File: config.mk
export PLATFORM = sky130hd
export DESIGN_NAME = hazard_sequencer
export DESIGN_NICKNAME = d
export VERILOG_FILES = /design/src/rtl/hazard_sequencer.sv
export SDC_FILE = /design/constraint.sdc
export NUM_CORES = 1
export LEC_CHECK = 0
export ABC_CLOCK_PERIOD_IN_PS = 3690
export CELL_PAD_IN_SITES_DETAIL_PLACEMENT = 0
export CELL_PAD_IN_SITES_GLOBAL_PLACEMENT = 1
export CORE_AREA = 2 2 69 97
export DETAILED_ROUTE_END_ITERATION = 10
export DIE_AREA = 0 0 71 99
export PLACE_DENSITY = 0.73
export SYNTH_ARGS = -nofsm -noshare
export SYNTH_HDL_FRONTEND = slang
export SYNTH_SLANG_ARGS = --single-unit
File: constraint.sdc
create_clock -name clk -period 3.69 [get_ports clk]
set_clock_uncertainty 0.15 [all_clocks]
set_input_delay 1.107 -clock clk [delete_from_list [all_inputs] [get_ports clk]]
set_output_delay 1.107 -clock clk [all_outputs]
set_load 0.05 [all_outputs]
File: src/rtl/hazard_sequencer.sv
// Hazard and sequencing controller for the 16-bit MIPS pipeline: load-use stalls,
// jump fetch-redirect, taken-branch squash, HALT/resume and a saturating stall counter.
module hazard_sequencer #(
    parameter int          REG_AW  = 4,
    parameter logic [5:0]  OP_LOAD = 6'b010100,
    parameter logic [5:0]  OP_JUMP = 6'b011110,
    parameter logic [5:0]  OP_HALT = 6'b010001,
    parameter int          CNT_W   = 16
) (
    input  logic              clk,
    input  logic              reset,
    input  logic [5:0]        op,
    input  logic [REG_AW-1:0] src_a,
    input  logic [REG_AW-1:0] src_b,
    input  logic              uses_b,
    input  logic [REG_AW-1:0] dst,
    input  logic              branch_taken,
    input  logic              resume,
    output logic              stall,
    output logic              stall_pm,
    output logic              bubble_id,
    output logic              flush_if,
    output logic              halted,
    output logic [CNT_W-1:0]  stall_count
);

    typedef enum logic [1:0] {RUN = 2'd0, JUMP = 2'd1, HALT = 2'd2} state_t;

    state_t            state, state_next;
    logic              load_pending, load_pending_next;
    logic [REG_AW-1:0] load_dst, load_dst_next;
    logic              hazard;

    function automatic logic [CNT_W-1:0] sat_inc(input logic [CNT_W-1:0] v);
        return (v == '1) ? v : v + CNT_W'(1);
    endfunction

    // Register 0 is hard-wired zero, so a load into it never blocks a consumer.
    assign hazard = load_pending && (load_dst != '0) &&
                    ((src_a == load_dst) || (uses_b && (src_b == load_dst)));

    always_ff @(posedge clk) begin
        if (reset) begin
            state        <= RUN;
            load_pending <= 1'b0;
            load_dst     <= '0;
            stall_count  <= '0;
        end else begin
            state        <= state_next;
            load_pending <= load_pending_next;
            load_dst     <= load_dst_next;
            if (stall)
                stall_count <= sat_inc(stall_count);
        end
    end

    always_comb begin
        state_next        = state;
        load_pending_next = load_pending;
        load_dst_next     = load_dst;
        if (branch_taken) begin
            state_next = RUN;
        end else begin
            case (state)
                HALT:    if (resume) state_next = RUN;
                JUMP:    state_next = RUN;
                default: begin
                    if (!hazard) begin
                        if (op == OP_HALT)      state_next = HALT;
                        else if (op == OP_JUMP) state_next = JUMP;
                    end
                end
            endcase
        end
        // A load is only remembered once it actually leaves ID.
        if (bubble_id) begin
            load_pending_next = 1'b0;
        end else if (!stall_pm) begin
            load_pending_next = (op == OP_LOAD);
            if (op == OP_LOAD) load_dst_next = dst;
        end
    end

    always_comb begin
        stall     = 1'b0;
        stall_pm  = 1'b0;
        bubble_id = 1'b0;
        flush_if  = 1'b0;
        halted    = 1'b0;
        if (!reset) begin
            if (branch_taken) begin
                flush_if  = 1'b1;
                bubble_id = 1'b1;
            end else begin
                case (state)
                    HALT: begin
                        stall     = 1'b1;
                        stall_pm  = 1'b1;
                        bubble_id = 1'b1;
                        halted    = 1'b1;
                    end
                    JUMP: flush_if = 1'b1;
                    default: begin
                        if (hazard) begin
                            stall     = 1'b1;
                            stall_pm  = 1'b1;
                            bubble_id = 1'b1;
                        end else if (op == OP_HALT) begin
                            stall    = 1'b1;
                            stall_pm = 1'b1;
                        end else if (op == OP_JUMP) begin
                            flush_if = 1'b1;
                        end
                    end
                endcase
            end
        end
    end

endmodule

After elaboration in Yosys (flattened, before gate mapping)

Cells that the tools add are included.

Register bits after elaboration: 23
Input port bits: 23
Word-level logic and storage cells: 52

Add/sub/neg operators: 1
Eq/ne operators: 10
Multiplexer cells: 23
Bitwise gates (word level): 3
Reduce and logical (&&, ||, !) cells: 11

Operator list:

| operator                                                                 | count |
|---|---|
| 6-bit by 5-bit equality test with 1-bit output (second input constant)   | 3 |
| 16-bit by 1-bit adder with 16-bit output (second input constant)         | 1 |
| 16-bit equality test (second input constant)                             | 1 |
| 1-bit two-way mux                                                        | 15 |
| 4-bit equality test                                                      | 2 |
| 2-bit two-way mux                                                        | 4 |
| 4-bit nonzero test                                                       | 2 |
| 1-bit case mux with 2 select lines                                       | 3 |
| 3-bit AND reduction                                                      | 2 |
| 2-bit case mux with 2 select lines                                       | 1 |
| 2-bit OR reduction                                                       | 2 |
| 1-bit logical AND                                                        | 3 |
| 3-bit by 1-bit inequality test with 1-bit output (second input constant) | 1 |
| 1-bit NOT                                                                | 3 |
| 2-bit by 1-bit equality test with 1-bit output (second input constant)   | 1 |
| 2-bit equality test (second input constant)                              | 1 |
| 2-bit inequality test (second input constant)                            | 1 |
| 2-bit AND reduction                                                      | 1 |
| 1-bit logical OR                                                         | 1 |

Logic depth before layout (Yosys ltp)

Depth in word-level cells: 10
Mapped depth: 8
Depth with buffers taken out: 7

Worst setup path before layout

No wires, ideal clock.

Kind: in2out
Start point: input port op[1]
End point: output port stall_pm
Data arrival time: 3.891 ns
Path slack: -1.458 ns
Stages: 7
Path buffers: 3
Cells stage by stage: or4b_4 -> o21a_1 -> o211a_1 -> clkbuf_1 -> clkbuf_1 -> nor3_1 -> buf_4

Cells in the longest elaborated chain, start to end: 6

Ends and longest elaborated chain:

| what                                           | line | source |
|---|---|---|
| start: declaration                             | 12   | `input logic [5:0] op,` |
| 6-bit by 5-bit equality test with 1-bit output | 108  | `end else if (op == OP_HALT) begin` |
| 1-bit two-way mux (2 in a row)                 | n/a  |  |
| 1-bit case mux with 2 select lines             | n/a  |  |
| 1-bit two-way mux (2 in a row)                 | n/a  |  |
| end: declaration                               | 20   | `output logic stall_pm,` |

Every way passes these cells.

Final worst setup path

Start point: input port op[1]
End point: output port stall

Cells in the longest elaborated chain, start to end: 6

Ends and longest elaborated chain:

| what                                           | line | source |
|---|---|---|
| 6-bit by 5-bit equality test with 1-bit output | 108  |  |
| 1-bit two-way mux                              | 108  |  |
| 1-bit two-way mux                              | 104  | `if (hazard) begin` |
| 1-bit case mux with 2 select lines             | 95   | `case (state)` |
| 1-bit two-way mux                              | 91   | `if (branch_taken) begin` |
| 1-bit two-way mux                              | 90   | `if (!reset) begin` |
| end: declaration                               | 19   | `output logic stall,` |

Every way passes these cells.

==> reports/results.ini <==
[setup_path]
critPathLaunch = op[1]
slowest_delay_ps = 540
critPathLaunchType = input pin
reg2reg_from = state[0]
rr_endpoint = stall_count[10]
cp-end-kind = output port
cp_num_buf_inv = 3
crit_fanout = 3
crit_slowest_cell = or4b_4
crit_chain = buf_6 > or4b_4 > buf_6 > o221a_4 > nor3_4 > buf_12
ff2ff_setup_slack_ps = 720
arrival_ps = 2600
cp.required_ps = 2430
rr_worst_depth = 9
worstSetupEndpoint = stall
cp_num_cells = 6
cpMostUsedCell = buf_6
critical_path.top_delay_family = simple AND/OR/NAND/NOR gates
crit_type = input pin to output port

[logic_synthesis]
syn-cell-area_um2 = 1440
synthTopCellsByArea = dfxtp_1 (32%), a21oi_1 (6.3%), xnor2_1 (4.9%)
async_flop_share_pct = 0
seq_area_frac_synth_pct = 32.1
post-synth-top-area-cell = dfxtp_1
ys.flop_type = dfxtp_1
yosysMostFrequentCell = dfxtp_1
synth_top_area_share_pct = 32.1
syn_inst = 174
avgSynthCellArea_um2 = 8.25
syn_nets = 200
synthDistinctLibCells = 40
synth_edf_count = 0
synth_common_cells = dfxtp_1 (23), a21oi_1 (18), nand2_1 (18), or4_1 (9)
yosysWarnings = 0
ys_ff_latch = 23

[timing]
min_period_over_period_pct = 104
fin_crit_ps = 3860
slew_headroom_pct = 62.0
setup_viol = 2
setup_slack_ps = -165
tightest_slew_ps = 570
hold_violations = 0
fin_setup_tns_ps = -330
clock.fmax_ghz = 0.259
drv_slew = 0
rsz0062_at_grt = yes

[floorplan]
die_x_um = 71
fp-row-count = 34
die_area_um2 = 7030
initial_core_util_pct = 23.3
ioPinCount = 44
fp.dieH_um = 99
coreArea_um2 = 6170

[route]
drt_iter0_drc = 19
drc = 0
drtAntennaViolNets = 0
drt-pass1-iter-count = 4
wl_um = 4130
vias = 1524
wire_per_inst_um = 13.6
vias_per_cell = 5.03

[global_route]
antenna_found_initial = 0
track_usage_pct = 11.4
overflow = 0
grt_pass1_vias = 1490
grt_max_degree = 32
grt_pass1_wl_um = 6620

[layout]
final_cells = 303
num-fill-cells = 644
area_growth_pct = 51.8
diodes = 0
drive_gt1_share_pct = 22.9
final_area_um2 = 2180
nets = 258

[worst_hold_path]
hold_path.class = register to register
hold_path.startpoint = state[1]

[place]
placedInstanceArea_um2 = 2090
placed_cells = 295
globalplace.congestion = 0.740
dp_hpwl_um = 3140
io_buffer_count = 43

[outcome]
status = finished with violations
violations = setup timing

[clocking]
clk_pin_slew_worst_paths_ps = 90
cts.path.max_buffers = 2
hold_buffers = 0
cts_root_buf = clkbuf_8
cts_tree = done
cts_buffers = 3
cts.sinks = 23
clk_latency_ps = 260
ctsHtreeMaxLevel = 1

[pwr]
peakVddDrop_mv = 0.100
power.density_nw_per_um2 = 222
cellLeakagePower_nw = 0.725

[flow_run]
maxCapViolCount = 0

[flip-flops by register name (all words and copies together) (netlist names)]
register and flops:
load_dst 4, stall_count 16, load_pending 1, state 2
[kinds of logic after synthesis]
logic type / count (synthesis) / share of synthesized area [%]
simple gates: 72 / 28.9
compound gates: 41 / 19.4
flops: 23 / 32.1
buf+inv: 18 / 5.49
mux: 9 / 6.54
xor+xnor: 8 / 4.88
fa+ha+maj: 3 / 2.62
[cells in the final DEF, fill, tap and decap left out, types with 4 or more instances in the layout]
cell type,synthesis,final
dfxtp_1,23,23
buf_6,1,4
xnor2_1,8,7
mux2i_1,6,6
o31ai_1,8,8
or4_1,9,9
a21oi_1,18,16
nand4_1,7,7
buf_4,1,18
or3_1,5,4
nand2_1,18,17
dlygate4sd2_1,0,6
clkdlybuf4s50_1,0,23
inv_1,8,8
buf_12,0,4
nor2_1,8,8
nand3_1,5,4
[layout make-up]
cell class / instances / area [um^2] / share of cell area (%)
clock buffers: 4 / 45.0 / 2.07
inverters: 9 / 33.8 / 1.55
repair buffers: 62 / 583 / 26.8
well taps: 72 / 90.1 / 4.14
multi-input cells: 133 / 966 / 44.3
flip-flops and latches: 23 / 460 / 21.1
[metrics by stage]
stage / worst slack [ps] / power, W / hold WS, ps / utilization, %
finish: -165 / 0.000483 / 336 / 35.3
floorplan: -538 / 0.000289 / 301 / -
CTS: -173 / 0.000484 / 340 / 35.1
global route: -201 / 0.000506 / 372 / 35.3
global placement: -453 / 0.000330 / 325 / 33.8
detailed placement: -473 / 0.000330 / 328 / 33.8
[where the power goes]
group          internal [W]  switching [W]
Clock             0.0000770      0.0000842
Sequential         0.000248    0.000000493
Combinational     0.0000372      0.0000357
[what timing repair did]
action | 4_1_cts | 5_1_grt
pin swaps | 14 | 15
gates resized for setup | 37 | 12
setup buffers | 3 | 1
setup endpoints to repair | 6 | 4
[metal layers]
metal	track usage (%)	vias to the layer above	routed length [um]
met5	0	-	0
met4	3.48	0	42
met3	1.02	2	121
met2	22.0	22	2250
met1	13.0	733	1710
li1	-	767	-
[worst min-delay path by stage]
stage                to  slack [ps]  depth (start not counted)
2_1_floorplan  state[1]         300                          2
3_3_place_gp   state[1]         330                          2
3_5_place_dp   state[1]         330                          2
4_1_cts        state[1]         340                          2
5_1_grt        state[1]         370                          2
6_report       state[1]         340                          2
[worst reg2reg max path, delay by kind of cell (launching register included)]
| kind | cells | cell delay [ps] |
|---|---|---|
| fa+ha+maj | 1 | 370 |
| flops | 1 | 360 |
| buf+inv | 4 | 460 |
| compound gates | 2 | 480 |
| simple gates | 2 | 1090 |
(Power assumes the default switching activity.)
